===== config.mk =====
export PLATFORM = sky130hd
export DESIGN_NAME = cmd_issuer
export DESIGN_NICKNAME = d
export VERILOG_FILES = /design/src/rtl/cpu_pkg.sv /design/src/rtl/cmd_fifo.sv /design/src/rtl/cmd_issuer.sv
export SDC_FILE = /design/constraint.sdc
export NUM_CORES = 1
export LEC_CHECK = 0
export ABC_CLOCK_PERIOD_IN_PS = 2300
export CAP_MARGIN = 20
export CORE_MARGIN = 2
export CORE_UTILIZATION = 36
export CTS_CLUSTER_DIAMETER = 120
export DETAILED_ROUTE_END_ITERATION = 10
export PLACE_DENSITY_LB_ADDON = 0.05
export SLEW_MARGIN = 20
export SYNTH_ARGS = -nofsm -noshare
export SYNTH_HDL_FRONTEND = slang
export SYNTH_SLANG_ARGS = --single-unit

===== constraint.sdc =====
create_clock -name clk -period 2.3 [get_ports clk]
set_clock_uncertainty 0.2 [all_clocks]
set_input_delay 0.69 -clock clk [delete_from_list [all_inputs] [get_ports clk]]
set_output_delay 0.69 -clock clk [all_outputs]
set_load 0.02 [all_outputs]

===== src/rtl/cpu_pkg.sv =====
// cpu_pkg: shared FSM state, command encoding and response flag layout for cmd_issuer.
package cpu_pkg;
  typedef enum logic [1:0] {IDLE, ISSUE, WAIT, RESP} state_e;
  localparam int CMD_W = 7;
  localparam logic [CMD_W-1:0] CMD_NOP = 7'h00;
  localparam int FLAG_ZERO = 0;
  localparam int FLAG_ERROR = 1;
  localparam int FLAG_TIMEOUT = 2;
  function automatic logic [2:0] mk_flags(input logic t, input logic e, input logic z);
    logic [2:0] f;
    f = '0;
    f[FLAG_TIMEOUT] = t;
    f[FLAG_ERROR] = e;
    f[FLAG_ZERO] = z;
    return f;
  endfunction
endpackage


===== src/rtl/cmd_fifo.sv =====
// cmd_fifo: power-of-two command queue; wrapping pointers carry an extra bit to tell full from empty.
module cmd_fifo #(
  parameter int W = 7,
  parameter int DEPTH = 4
) (
  input  logic         clk,
  input  logic         reset,
  input  logic         push_i,
  input  logic         pop_i,
  input  logic [W-1:0] data_i,
  output logic [W-1:0] head_o,
  output logic         full_o,
  output logic         empty_o
);
  localparam int AW = $clog2(DEPTH);
  logic [W-1:0] mem_q [DEPTH];
  logic [AW:0] wr_q, rd_q;
  logic do_push, do_pop;
  assign full_o = (wr_q[AW] != rd_q[AW]) && (wr_q[AW-1:0] == rd_q[AW-1:0]);
  assign empty_o = wr_q == rd_q;
  assign do_push = push_i && !full_o;
  assign do_pop = pop_i && !empty_o;
  assign head_o = mem_q[rd_q[AW-1:0]];
  always_ff @(posedge clk or posedge reset) begin
    if (reset) begin
      wr_q <= '0;
      rd_q <= '0;
    end else begin
      wr_q <= wr_q + (AW+1)'(do_push);
      rd_q <= rd_q + (AW+1)'(do_pop);
    end
  end
  always_ff @(posedge clk) begin
    if (do_push) mem_q[wr_q[AW-1:0]] <= data_i;
  end
endmodule


===== src/rtl/cmd_issuer.sv =====
// cmd_issuer: queues host commands and issues them one at a time to a CPU, holding each result for the host.
// Optional issue/wait watchdog enabled by defining CMD_ISSUER_TIMEOUT_EN.
module cmd_issuer
  import cpu_pkg::*;
#(
  parameter int WIDTH = 8,
  parameter int DEPTH = 4,
  parameter int TIMEOUT = 64
) (
  input  logic               clk,
  input  logic               reset,
  input  logic               host_valid,
  input  logic [CMD_W-1:0]   host_cmd,
  output logic               host_ready,
  output logic [CMD_W-1:0]   cmd_in,
  input  logic               cpu_rdy,
  input  logic [2*WIDTH-1:0] res_data,
  input  logic               res_zero,
  input  logic               res_error,
  output logic               rsp_valid,
  input  logic               rsp_ready,
  output logic [2*WIDTH-1:0] rsp_data,
  output logic [2:0]         rsp_flags,
  output logic               busy
);
  if (DEPTH < 2 || (DEPTH & (DEPTH - 1)) != 0 || TIMEOUT < 2) begin : g_bad_params
    $error("cmd_issuer: DEPTH must be a power of two >= 2 and TIMEOUT >= 2");
  end
  state_e state_q, state_d;
  logic [2*WIDTH-1:0] rsp_data_q, rsp_data_d;
  logic [2:0] rsp_flags_q, rsp_flags_d;
  logic [CMD_W-1:0] head;
  logic full, empty, pop, tmo;
  cmd_fifo #(.W(CMD_W), .DEPTH(DEPTH)) u_fifo (
    .clk(clk),
    .reset(reset),
    .push_i(host_valid),
    .pop_i(pop),
    .data_i(host_cmd),
    .head_o(head),
    .full_o(full),
    .empty_o(empty)
  );
`ifdef CMD_ISSUER_TIMEOUT_EN
  localparam int TW = $clog2(TIMEOUT);
  logic [TW-1:0] tmr_q, tmr_d;
  assign tmo = tmr_q == TW'(TIMEOUT - 1);
  // restarts from zero on every state entry so ISSUE and WAIT each get a full budget
  always_comb tmr_d = (state_d == state_q && (state_q == ISSUE || state_q == WAIT)) ? tmr_q + 1'b1 : '0;
  always_ff @(posedge clk or posedge reset) begin
    if (reset) tmr_q <= '0;
    else tmr_q <= tmr_d;
  end
`else
  assign tmo = 1'b0;
`endif
  always_ff @(posedge clk or posedge reset) begin
    if (reset) begin
      state_q <= IDLE;
      rsp_data_q <= '0;
      rsp_flags_q <= '0;
    end else begin
      state_q <= state_d;
      rsp_data_q <= rsp_data_d;
      rsp_flags_q <= rsp_flags_d;
    end
  end
  always_comb begin
    state_d = state_q;
    rsp_data_d = rsp_data_q;
    rsp_flags_d = rsp_flags_q;
    pop = 1'b0;
    case (state_q)
      IDLE: if (!empty && cpu_rdy) state_d = ISSUE;
      ISSUE: begin
        if (!cpu_rdy) begin
          state_d = WAIT;
          pop = 1'b1;
        end else if (tmo) begin
          state_d = RESP;
          pop = 1'b1;
          rsp_data_d = '0;
          rsp_flags_d = mk_flags(1'b1, 1'b0, 1'b0);
        end
      end
      WAIT: begin
        if (cpu_rdy) begin
          state_d = RESP;
          rsp_data_d = res_data;
          rsp_flags_d = mk_flags(1'b0, res_error, res_zero);
        end else if (tmo) begin
          state_d = RESP;
          rsp_data_d = '0;
          rsp_flags_d = mk_flags(1'b1, 1'b0, 1'b0);
        end
      end
      RESP: if (rsp_ready) state_d = IDLE;
      default: state_d = IDLE;
    endcase
  end
  always_comb begin
    host_ready = !full;
    cmd_in = (state_q == ISSUE) ? head : CMD_NOP;
    rsp_valid = state_q == RESP;
    rsp_data = rsp_data_q;
    rsp_flags = rsp_flags_q;
    busy = state_q != IDLE;
  end
endmodule


### Word level (Yosys, flattened, before mapping)

Memories as Yosys holds them, arrays and structs flattened.
Index checks and enable logic that the tools add are counted.

| storage, ports and cells | value |
|---|---|
| bits in registers | 26 |
| bits in writable memories | 28 |
| bits of input ports | 30 |
| output and inout bits | 29 |
| logic and storage cells | 38 |
| memories | 1 |

Memories:

| name | depth | bits a word | rd ports | clocked after memory_dff | wr ports | line | RTL |
|---|---|---|---|---|---|---|---|
| u_fifo.mem_q | 4 | 7 | 1 | 0 | 1 | cmd_fifo.sv:16 | `logic [W-1:0] mem_q [DEPTH];` |

| operators by class | value |
|---|---|
| add/subtract/negate cells | 2 |
| equal/unequal tests | 10 |
| mux-type cells | 10 |
| reduce and logical (&&, ||, !) cells | 10 |

Operators by type and width:

| operator | number |
|---|---|
| $mux W2 | 4 |
| $pmux W2 S4 | 1 |
| $mux W7 | 1 |
| $add A3 B1 Y3 | 2 |
| $ne A2 B2 Y1 const B | 3 |
| $eq A2 B2 Y1 const B | 2 |
| $logic_and A1 B1 Y1 | 4 |
| $mux W1 | 4 |
| $reduce_and A4 Y1 | 1 |
| $eq A3 B3 Y1 | 1 |
| $eq A2 B1 Y1 const B | 1 |
| $eq A2 B2 Y1 | 1 |
| $logic_not A1 Y1 | 2 |
| $logic_not A2 Y1 | 1 |
| $ne A2 B1 Y1 const B | 1 |
| $reduce_and A2 Y1 | 1 |
| $reduce_bool A2 Y1 | 1 |
| $ne A1 B1 Y1 | 1 |

### Depth between registers and ports, before layout

Gate-level depths: netlist of the first run.

| logic depth | value |
|---|---|
| word-level depth | 6 |
| depth in mapped cells | 8 |
| mapped depth without buffers | 7 |

### Hierarchy

A second synthesis of the first run with hierarchy kept.

| unflattened totals | value |
|---|---|
| cells, all modules | 138 |
| area total of the unflattened synthesis | 2336.0 sq um |

Modules (own cells, without submodules):

| module | instances | cells an instance | area an instance (sq um) | seq. area each (sq um) |
|---|---|---|---|---|
| cmd_fifo | 1 | 69 | 1392.6 | 991.0 |
| cmd_issuer | 1 | 69 | 943.4 | 500.5 |

### Least setup slack after synthesis of the first run

No wires, ideal clock.

| path | value |
|---|---|
| path type | reg-to-reg |
| start point | reg u_fifo.rd_q[0] |
| end point | mem u_fifo.mem_q[2][0], enable pin |
| setup time | 0.382 ns |
| data arrival time | 1.667 ns |
| data required time | 1.718 ns |
| setup slack | 0.051 ns |
| cell stages (with the launch flop) | 6 |
| buffers on the path | 1 |
| clock period less this slack | 2.249 ns |
| cells stage by stage | dfrtp_1 > buf_6 > xnor2_2 > nand3_1 > nand2_1 > nor3b_1 |

| between the ends | value |
|---|---|
| longest elaborated chain between the ends | 6 |

Ends and longest elaborated chain:

| item | line | RTL |
|---|---|---|
| start: declaration | cmd_fifo.sv:17 | `logic [AW:0] wr_q, rd_q;` |
| start signal: assignment | cmd_fifo.sv:30 | `rd_q <= rd_q + (AW+1)'(do_pop);` |
| $eq A2 B2 Y1 | cmd_fifo.sv:19 | `assign full_o = (wr_q[AW] != rd_q[AW]) && (wr_q[AW-1:0] == rd_q[AW-1:0]);` |
| $logic_and A1 B1 Y1 | cmd_fifo.sv:19 |  |
| $logic_not A1 Y1 | n/a |  |
| via host_ready | cmd_issuer.sv:14 | `output logic host_ready,` |
| $logic_and A1 B1 Y1 | cmd_fifo.sv:21 | `assign do_push = push_i && !full_o;` |
| $mux W1 | cmd_fifo.sv:34 | `if (do_push) mem_q[wr_q[AW-1:0]] <= data_i;` |
| $mux W1 (implied by the code) | cmd_fifo.sv:34 |  |
| end: declaration | cmd_fifo.sv:16 |  |

The timed path passes the listed nets, and every way through them passes these cells.

### Worst setup path after layout of the first run

| path | value |
|---|---|
| start point | reg u_fifo.rd_q[0] |
| end point | out cmd_in[0] |

| between the ends | value |
|---|---|
| longest elaborated chain between the ends | 2 |

Ends and longest elaborated chain:

| item | line | RTL |
|---|---|---|
| $mem_v2 Z4 W7 | n/a |  |
| $mux W7 | cmd_issuer.sv:103 | `cmd_in = (state_q == ISSUE) ? head : CMD_NOP;` |
| end: declaration | cmd_issuer.sv:15 | `output logic [CMD_W-1:0] cmd_in,` |

Every way passes these cells.

==> summary.txt, run 1 <==
Run status
  – Outcome: finished with violations
  – Failing checks: negative setup slack

Logic synthesis
  – YS warnings: 0
  – Synth Area per Inst: 17.5 sq um
  – Post-synthesis sequential area ratio: 0.661
  – Cell area after synthesis: 2260 sq um
  – Yosys reg bits: 54
  – Synth top cells by count: edfxtp_1, dfrtp_1, mux2_2
  – Yosys cell types: 30
  – Async set or reset register ratio after synthesis: 0.481
  – Post-Synthesis Cells: 129
  – Synthesized Nets: 168
  – Synth area leader: edfxtp_1
  – Top cell type's share of synthesized area: 0.373
  – Predominant post-synthesis flop cell: edfxtp_1
  – EDFF count, synth: 28
  – Top post-synthesis cells by area: edfxtp_1, dfrtp_1, mux2_2
  – Most frequent cell after synthesis: edfxtp_1

Placed design
  – DP HPWL: 3260 microns
  – DP Cell Count: 283
  – Pre-CTS setup slack: -0.316 ns
  – Routability congestion estimate from global placement: 0.767
  – Number of I/O port buffers: 57

GRT
  – Initial antenna violation count: 0
  – Pin count of the biggest net entering global routing: 27
  – Total track usage: 0.135
  – Vias in the first global route: 1480
  – GR Overflow Total: 0
  – First-pass GRT wire length: 7250 microns

STA
  – Hold slack: 0.312 ns
  – Minimum clock period: 2.56 ns
  – Unrepaired setup endpoints after global routing: yes
  – Final Hold Violating Endpoints: 0
  – Tcrit/Tclk final: 1.11
  – Setup-failing EPs final: 8
  – Final Max Slew Viols: 0
  – PnR worst setup slack: -0.259 ns
  – Achievable Freq: 0.391 GHz

Clocking
  – Clock Latency Late Sink: 0.31 ns
  – CTS Buf Count: 5
  – CTS sink count: 54
  – Register clock-pin slew on the reported worst setup and hold paths: 0.10 ns
  – CTS tree: done
  – CTS Buffer Depth: 2
  – CTS Root Cell: clkbuf_8
  – H-tree level count: 2
  – Hold_buf cts: 0

Critical path
  – Worst setup path end: cmd_in[0]
  – CP endpoint kind: output port
  – Crit. path cell count: 4
  – RR Startpoint: u_fifo.rd_q[0]$_DFF_PP0_
  – CP Buf/Inv Count: 2
  – CP Launch Point: u_fifo.rd_q[0]$_DFF_PP0_
  – Data arrival, critical path: 1.67 ns
  – CP max-delay cell: mux4_2
  – Critical R2R Capture: u_fifo.rd_q[2]$_DFF_PP0_
  – Crit-path max cell delay: 0.49 ns
  – Crit path cell chain: buf_6, mux4_2, and2_4, buf_6
  – Critical Path Source Type: flip-flop
  – Crit path required time: 1.41 ns
  – CP delay by family, top: multiplexers
  – Most frequent CP cell: buf_6
  – Cells on worst reg2reg path: 8
  – Reg-to-reg slack, setup: 0.14 ns
  – Kind of critical path: reg -> out
  – Worst Path Max Fanout: 4

Layout
  – Fill cells: 503
  – Area grow syn2layout: 44.9%
  – Final net count: 256
  – Area occupied by multi-input gates: 741 sq um
  – Antenna diodes: 0
  – Flip-flop and latch area: 1490 sq um
  – Fin cells: 293
  – Layout cell share with drive strength beyond 1: 0.390

Floorplan
  – Core ar.: 5990 sq um
  – Starting density of the core: 0.377
  – Die height: 83.2 microns
  – Die ar.: 6920 sq um
  – DIE WIDTH: 83.2 microns
  – FP Rows: 28
  – # IOs: 59

Route
  – First drt pass iteration count: 4
  – Vias/cell: 4.63
  – DR iter-0 viols: 15
  – Drt wl/cell: 14.9 microns
  – Routed wire length: 4350 microns
  – Antenna Nets Post-Route: 0
  – Drc violations: 0
  – Vias: 1356

Flow run
  – Max Cap Viol: 0

Power
  – Maximum vdd drop: 705 uV
  – PD cells: 1390 nW/um^2
  – P_leak: 1.35 nW

Worst hold path
  – Hold Path Class: reg -> reg
## cell families after synthesis
group / Yosys count / synth area share
mux: 27 / 0.172
other cells: 1 / 0.00166
buf+inv: 10 / 0.0238
compound gates: 3 / 0.0116
fa+ha+maj: 9 / 0.0499
flops: 54 / 0.661
xor+xnor: 6 / 0.0300
simple gates: 19 / 0.0494
## registers in the layout, indices dropped and copies added (netlist names)
register / cells
u_fifo.mem_q: 28
u_fifo.rd_q: 3
u_fifo.wr_q: 3
state_q: 2
rsp_flags: 2
rsp_data: 16
## power by group
group / internal, mW / total (mW) / switching (mW)
clock network: 0.325 / 0.645 / 0.320
registers: 1.39 / 1.57 / 0.189
logic: 1.33 / 2.34 / 1.01
## cell type report
type | count | area share
Timing Repair Buffer | 85 | 0.247
Multi-Input combinational cell | 65 | 0.227
Sequential cell | 54 | 0.457
Tap cell | 75 | 0.0287
Clock buffer | 5 | 0.0210
Clock inverter | 3 | 0.0130
Inverter | 6 | 0.00689
## worst reg2reg max path, cell delays in order, from the launching register on
cell and delay, ns:
dfrtp_1 0.44, buf_6 0.15, buf_4 0.15, xnor2_4 0.14, buf_4 0.14, a311oi_1 0.31, ha_1 0.21, ha_1 0.16
xor2_1 0.17
## cells in the final DEF (no fill, tap or decap), types with 2 or more instances in the layout
| cell type | synthesis | final |
|---|---|---|
| and2_4 | 0 | 7 |
| buf_4 | 2 | 24 |
| buf_6 | 1 | 11 |
| clkbuf_8 | 0 | 5 |
| clkdlybuf4s50_1 | 0 | 47 |
| dfrtp_1 | 26 | 25 |
| edfxtp_1 | 28 | 28 |
| ha_1 | 9 | 9 |
| inv_1 | 5 | 5 |
| mux2_2 | 18 | 18 |
| mux4_2 | 6 | 7 |
| nand2_1 | 2 | 2 |
| nor2_1 | 3 | 3 |
| xor2_1 | 3 | 3 |
## per-stage QoR
step	setup TNS, ns	area (sq um)	util	total power, mW
2_1_floorplan	0	2260	-	2.76
3_3_place_gp	-2.27	3100	0.517	3.74
3_5_place_dp	-2.27	3100	0.517	3.80
4_1_cts	-1.87	3290	0.548	4.64
5_1_grt	-2.35	3270	0.546	4.83
6_report	-1.84	3270	0.546	4.56
## per-layer routing
metal	vias up	global-route usage	wire, microns
li1	640	-	-
met1	677	0.170	1890
met2	33	0.224	2220
met3	6	0.0338	170
met4	0	0.0537	74
met5	-	0	0
## timing repair
item,4_1_cts,5_1_grt
hold endpoints to repair,0,0
buffers inserted,3,0
resized for setup,66,1
pin swaps,3,1
setup endpoints to repair,10,10
## worst min path at each step
stage,to,startpoint,cells past startpoint,slack [ns]
5_1_grt,rsp_data[8]$_DFFE_PP0P_,rsp_data[8]$_DFFE_PP0P_,1,0.33
4_1_cts,rsp_data[3]$_DFFE_PP0P_,rsp_data[3]$_DFFE_PP0P_,1,0.32
6_report,rsp_data[3]$_DFFE_PP0P_,rsp_data[3]$_DFFE_PP0P_,1,0.31
3_5_place_dp,rsp_data[3]$_DFFE_PP0P_,rsp_data[3]$_DFFE_PP0P_,1,0.29
2_1_floorplan,u_fifo.rd_q[1]$_DFF_PP0_,u_fifo.rd_q[1]$_DFF_PP0_,1,0.28
3_3_place_gp,rsp_data[4]$_DFFE_PP0P_,rsp_data[4]$_DFFE_PP0P_,1,0.29
(Power assumes the default switching activity.)
==> inputs of run 2 (changes only) <==
--- a/config.mk
+++ b/config.mk
@@ -11,6 +11,7 @@
 export CORE_UTILIZATION = 36
 export CTS_CLUSTER_DIAMETER = 120
 export DETAILED_ROUTE_END_ITERATION = 10
+export GPL_TIMING_DRIVEN = 0
 export PLACE_DENSITY_LB_ADDON = 0.05
 export SLEW_MARGIN = 20
 export SYNTH_ARGS = -nofsm -noshare
==> run 2 against run 1 <==
  * The run still ends with negative setup slack left
  * Power fell by 9.5%
  * Maximum frequency rose by 0.50%
  * Count of clock-buffer cells in the layout did not move
  * Worst hold slack improved by 0.0048 ns
  * Routed wire length fell by 5.1%
  * Sequential share of layout area rose by 2.5 points
  * Combinational power fell by 14%
  * Via count fell by 5.8%
  * Sequential cell count did not move
  * Cell count fell by 7.2%
  * Global-route usage fell by 0.60 points
  * Largest power group unchanged
==> summary.txt, run 2 (synthesis results as in run 1) <==
STA
  – Minimum clock period: 2.55 ns
  – Final Max Slew Viols: 0
  – Worst relative slew slack: 0.567
  – Unrepaired setup endpoints after global routing: yes
  – PnR worst setup slack: -0.246 ns
  – Final Hold Violating Endpoints: 0
  – Worst Tran Pin Value: 0.645 ns
  – Setup-failing EPs final: 8
  – Tcrit/Tclk final: 1.11
  – Setup TNS: -1.75 ns
  – Achievable Freq: 0.393 GHz

Clocking
  – CTS Buf Count: 5
  – Register clock-pin slew on the reported worst setup and hold paths: 0.09 ns
  – H-tree level count: 2
  – CTS tree: done
  – CTS sink count: 54
  – CTS Root Cell: clkbuf_8
  – Clock Latency Late Sink: 0.30 ns
  – CTS Buffer Depth: 2
  – Hold_buf cts: 0

Layout
  – Largest register FFs: 28
  – Fill cells: 522
  – Layout cell share with drive strength beyond 1: 0.355
  – Flip-flop and latch area: 1490 sq um
  – Area grow syn2layout: 37.3%
  – Final core utilization: 0.517
  – Area occupied by multi-input gates: 747 sq um
  – Most frequent cells in the layout: clkdlybuf4s50_1, edfxtp_1, dfrtp_1
  – Antenna diodes: 0
  – Final net count: 235
  – Most common cell after layout, fill and taps aside: clkdlybuf4s50_1

Route
  – Vias/cell: 4.69
  – Antenna Nets Post-Route: 0
  – DR iter-0 viols: 66
  – Vias: 1277
  – Routed wire length: 4130 microns
  – Drt wl/cell: 15.2 microns
  – First drt pass iteration count: 4
  – Drc violations: 0

Critical path
  – Critical Path Source Type: flip-flop
  – Kind of critical path: reg -> out
  – RR Startpoint: u_fifo.rd_q[1]$_DFF_PP0_
  – Worst Path Max Fanout: 8
  – Data arrival, critical path: 1.66 ns
  – Cells on worst reg2reg path: 5
  – CP endpoint kind: output port
  – Crit path required time: 1.41 ns
  – Reg-to-reg slack, setup: 0.17 ns
  – Critical R2R Capture: u_fifo.mem_q[2][3]$_DFFE_PP_

Floorplan
  – Starting density of the core: 0.377
  – Die height: 83.2 microns
  – DIE WIDTH: 83.2 microns
  – # IOs: 59
  – Core ar.: 5990 sq um
  – FP Rows: 28
  – Die ar.: 6920 sq um

GRT
  – Total track usage: 0.129
  – Initial antenna violation count: 0
  – First-pass GRT wire length: 7080 microns
  – Pin count of the biggest net entering global routing: 27
  – GR Overflow Total: 0
  – Vias in the first global route: 1406

Flow run
  – Max Cap Viol: 0

Power
  – Internal power: 2.67 mW
  – P_leak: 1.23 nW
  – Total Power: 4.12 mW
  – Sw power: 1.45 mW
  – Maximum vdd drop: 691 uV
  – PD cells: 1330 nW/um^2
  – Sequential power share: 0.385
  – Switching share of power: 0.351
  – Part of the power in the clock network: 0.126
  – Combinational Power Share: 0.489

Run status
  – Failing checks: negative setup slack
  – Outcome: finished with violations

Worst hold path
  – Worst Hold End: rsp_data[10]$_DFFE_PP0P_
  – Hold Path Class: reg -> reg
  – Hold Crit Depth: 1
  – Hold Startpoint: rsp_data[10]$_DFFE_PP0P_

Placed design
  – Number of I/O port buffers: 57
  – DP HPWL: 3060 microns
  – Routability congestion estimate from global placement: 0.672
==> run 2: cell count changes in the layout (fill, tap and decap cells not counted), moves of 2 or more <==
cell   before  now
buf_6      11    7
ha_2        0    2
ha_1        9    7
buf_4      24    4
==> run 2: power groups by stage <==
stage	sequential, mW	combinational [mW]	clock (mW)
6_report	1.59	2.02	0.520
5_1_grt	1.63	2.18	0.585
4_1_cts	1.59	2.05	0.542
3_5_place_dp	1.61	1.94	0
3_3_place_gp	1.58	1.89	0
2_1_floorplan	1.77	0.993	0
==> run 2: layout make-up <==
cell class                      instances  area share
Tap cell                               75      0.0303
Clock buffer                            5      0.0222
Timing Repair Buffer                   60       0.199
Sequential cell                        54       0.482
Multi-Input combinational cell         65       0.241
Clock inverter                          3     0.00687
Buffer                                  4      0.0113
Inverter                                6     0.00727
==> run 2: metal layers <==
metal | track usage | routed length [microns] | vias to the layer above
li1 | - | - | 601
met1 | 0.158 | 1720 | 641
met2 | 0.223 | 2160 | 31
met3 | 0.0408 | 216 | 4
met4 | 0.0313 | 36 | 0
met5 | 0 | 0 | -
==> run 2: stage by stage <==
step | instances | setup WS, ns | cell area (sq um) | hold WS (ns)
after global routing | 272 | -0.322 | 3100 | 0.338
after detailed placement | 261 | -0.396 | 2930 | 0.294
after floorplan | 129 | 0.0515 | 2260 | 0.280
final | 272 | -0.246 | 3100 | 0.317
after global placement | 261 | -0.622 | 2920 | 0.288
after CTS | 271 | -0.287 | 3070 | 0.316
==> run 2: critical path, cell delays in order (launching register included) <==
cell and delay [ns]:
dfrtp_1 0.39, buf_8 0.17, mux4_2 0.50, and2_4 0.18
buf_6 0.12
==> run 2: worst max path at each step <==
| stage | startpoint | to | slack (ns) | cells past startpoint |
|---|---|---|---|---|
| 6_report | u_fifo.rd_q[0]$_DFF_PP0_ | cmd_in[3] | -0.25 | 4 |
| 5_1_grt | u_fifo.rd_q[0]$_DFF_PP0_ | cmd_in[5] | -0.32 | 4 |
| 4_1_cts | u_fifo.rd_q[0]$_DFF_PP0_ | cmd_in[3] | -0.29 | 4 |
| 3_5_place_dp | u_fifo.rd_q[0]$_DFF_PP0_ | cmd_in[3] | -0.40 | 4 |
| 3_3_place_gp | host_valid | u_fifo.mem_q[2][5]$_DFFE_PP_ | -0.62 | 3 |
| 2_1_floorplan | u_fifo.rd_q[0]$_DFF_PP0_ | u_fifo.mem_q[2][0]$_DFFE_PP_ | 0.05 | 5 |
==> run 2: repair_timing <==
action	CTS	global route
setup buffers	2	0
pin swaps	0	0
endpoints found under the setup margin	17	17
resized for setup	59	4
==> inputs of run 3 (changes only) <==
--- a/config.mk
+++ b/config.mk
@@ -13,7 +13,7 @@
 export DETAILED_ROUTE_END_ITERATION = 10
 export GPL_TIMING_DRIVEN = 0
 export PLACE_DENSITY_LB_ADDON = 0.05
-export SLEW_MARGIN = 20
+export SLEW_MARGIN = 5
 export SYNTH_ARGS = -nofsm -noshare
 export SYNTH_HDL_FRONTEND = slang
 export SYNTH_SLANG_ARGS = --single-unit
==> run 3 against run 2 <==
  * The flow still finishes with violations (negative setup slack)
  * Sequential share of layout area is 0.097 points lower
  * Routed wire length is 0.75% higher
  * Worst hold slack worse by 0.0058 ns
  * Combinational power hardly changed
  * Non-clock buffer count stayed put
  * Global-route usage hardly changed
  * Critical path type unchanged
  * Highest routed layer unchanged
==> summary.txt, run 3 (synthesis results as in run 1) <==
Placed design
  – Number of I/O port buffers: 57
  – Pre-CTS setup slack: -0.411 ns
  – DP HPWL: 3080 microns
  – Routability congestion estimate from global placement: 0.672

Layout
  – Layout cell share with drive strength beyond 1: 0.360
  – Area grow syn2layout: 37.5%
  – Final net count: 235
  – Area occupied by multi-input gates: 747 sq um
  – Most common cell after layout, fill and taps aside: clkdlybuf4s50_1
  – Most frequent cells in the layout: clkdlybuf4s50_1, edfxtp_1, dfrtp_1
  – Antenna diodes: 0
  – Final core utilization: 0.518
  – Flip-flop and latch area: 1490 sq um
  – Largest register FFs: 28
  – Fill cells: 516

Run status
  – Failing checks: negative setup slack
  – Outcome: finished with violations

Clocking
  – H-tree level count: 2
  – CTS sink count: 54
  – Clock Latency Late Sink: 0.30 ns
  – Register clock-pin slew on the reported worst setup and hold paths: 0.09 ns
  – CTS tree: done
  – CTS Root Cell: clkbuf_8
  – CTS Buf Count: 5
  – Hold_buf cts: 0
  – CTS Buffer Depth: 2

Route
  – First drt pass iteration count: 4
  – Drt wl/cell: 15.3 microns
  – Antenna Nets Post-Route: 0
  – Routed wire length: 4160 microns
  – Vias/cell: 4.73
  – Vias: 1286
  – Drc violations: 0
  – DR iter-0 viols: 73

Critical path
  – RR Startpoint: u_fifo.rd_q[1]$_DFF_PP0_
  – Reg-to-reg slack, setup: 0.20 ns
  – Critical R2R Capture: u_fifo.mem_q[1][3]$_DFFE_PP_
  – Worst Path Max Fanout: 8
  – Crit-path max cell delay: 0.50 ns
  – CP delay by family, top: multiplexers
  – CP max-delay cell: mux4_2
  – Data arrival, critical path: 1.65 ns
  – Critical Path Source Type: flip-flop
  – CP endpoint kind: output port
  – Crit path cell chain: buf_8, mux4_2, and2_4, buf_6
  – Kind of critical path: reg -> out
  – Cells on worst reg2reg path: 7
  – Crit path required time: 1.41 ns
  – CP Buf/Inv Count: 2

Power
  – Sequential power share: 0.384
  – Combinational Power Share: 0.489
  – Internal power: 2.67 mW
  – Sw power: 1.45 mW
  – PD cells: 1330 nW/um^2
  – Maximum vdd drop: 601 uV
  – P_leak: 1.23 nW
  – Part of the power in the clock network: 0.127
  – Total Power: 4.13 mW
  – Switching share of power: 0.352

Floorplan
  – Die ar.: 6920 sq um
  – FP Rows: 28
  – DIE WIDTH: 83.2 microns
  – Starting density of the core: 0.377
  – Core ar.: 5990 sq um
  – # IOs: 59
  – Die height: 83.2 microns

GRT
  – Total track usage: 0.129
  – GR Overflow Total: 0
  – Initial antenna violation count: 0
  – First-pass GRT wire length: 7160 microns
  – Pin count of the biggest net entering global routing: 27
  – Vias in the first global route: 1445

Flow run
  – Max Cap Viol: 0

STA
  – Final Max Slew Viols: 0
  – Setup TNS: -1.74 ns
  – PnR worst setup slack: -0.240 ns
  – Unrepaired setup endpoints after global routing: yes
  – Setup-failing EPs final: 8
  – Final Hold Violating Endpoints: 0
  – Tcrit/Tclk final: 1.10
  – Achievable Freq: 0.394 GHz
  – Minimum clock period: 2.54 ns

Worst hold path
  – Hold Crit Depth: 1
  – Worst Hold End: rsp_data[3]$_DFFE_PP0P_
  – Hold Path Class: reg -> reg
  – Hold Startpoint: rsp_data[3]$_DFFE_PP0P_
[run 3: cell types whose count changed in the layout (fill, tap and decap cells not counted), sizes merged]
cell           previous run  this run
clkbuf                    6         5
clkdlybuf4s15             1         2
[run 3: repair_timing]
action                                  4_1_cts  5_1_grt
gates resized for setup                      60        6
endpoints found under the setup margin       25       14
cloned                                        0        0
buffers inserted                              0        0
[run 3: through the flow]
step	hold slack [ns]	instances	instance area (sq um)
2_1_floorplan	0.280	129	2260
3_3_place_gp	0.288	261	2920
3_5_place_dp	0.294	263	2940
4_1_cts	0.316	271	3060
5_1_grt	0.340	272	3100
6_report	0.311	272	3100
[run 3: cell type report]
type,count,area share
plain buffers,4,0.0113
clock buffers,5,0.0222
clock inverters,3,0.00685
inverters,6,0.00726
multi-input cells,65,0.241
flip-flops and latches,54,0.481
well taps,75,0.0302
repair buffers,60,0.201
[run 3: worst max-delay path by stage]
stage / from / to / slack (ns) / cells past startpoint
after global routing: u_fifo.rd_q[0]$_DFF_PP0_ / cmd_in[5] / -0.31 / 4
after global placement: host_valid / u_fifo.mem_q[2][5]$_DFFE_PP_ / -0.62 / 3
after detailed placement: u_fifo.rd_q[0]$_DFF_PP0_ / cmd_in[3] / -0.41 / 4
final: u_fifo.rd_q[0]$_DFF_PP0_ / cmd_in[3] / -0.24 / 4
after floorplan: u_fifo.rd_q[0]$_DFF_PP0_ / u_fifo.mem_q[2][0]$_DFFE_PP_ / 0.05 / 5
after CTS: u_fifo.rd_q[0]$_DFF_PP0_ / cmd_in[3] / -0.28 / 4
[run 3: worst register-to-register path: cells and delay by family, from the launching register on]
family        cells  cell delay, ns
xor+xnor          1            0.17
buf+inv           2            0.29
simple gates      4            0.68
flops             1            0.40
[run 3: power by group through the flow]
| stage | Combinational [mW] | Sequential (mW) | Clock (mW) |
|---|---|---|---|
| after floorplan | 0.993 | 1.77 | 0 |
| after global placement | 1.89 | 1.58 | 0 |
| after detailed placement | 1.95 | 1.60 | 0 |
| after CTS | 2.03 | 1.58 | 0.547 |
| after global routing | 2.17 | 1.63 | 0.584 |
| final | 2.02 | 1.59 | 0.524 |
[run 3: routing by layer]
layer,vias to the layer above,track usage,part of all wire
met2,32,0.224,0.52
met1,650,0.159,0.42
met3,4,0.0388,0.048
met5,-,0,0
li1,600,-,-
met4,0,0.0313,0.0086
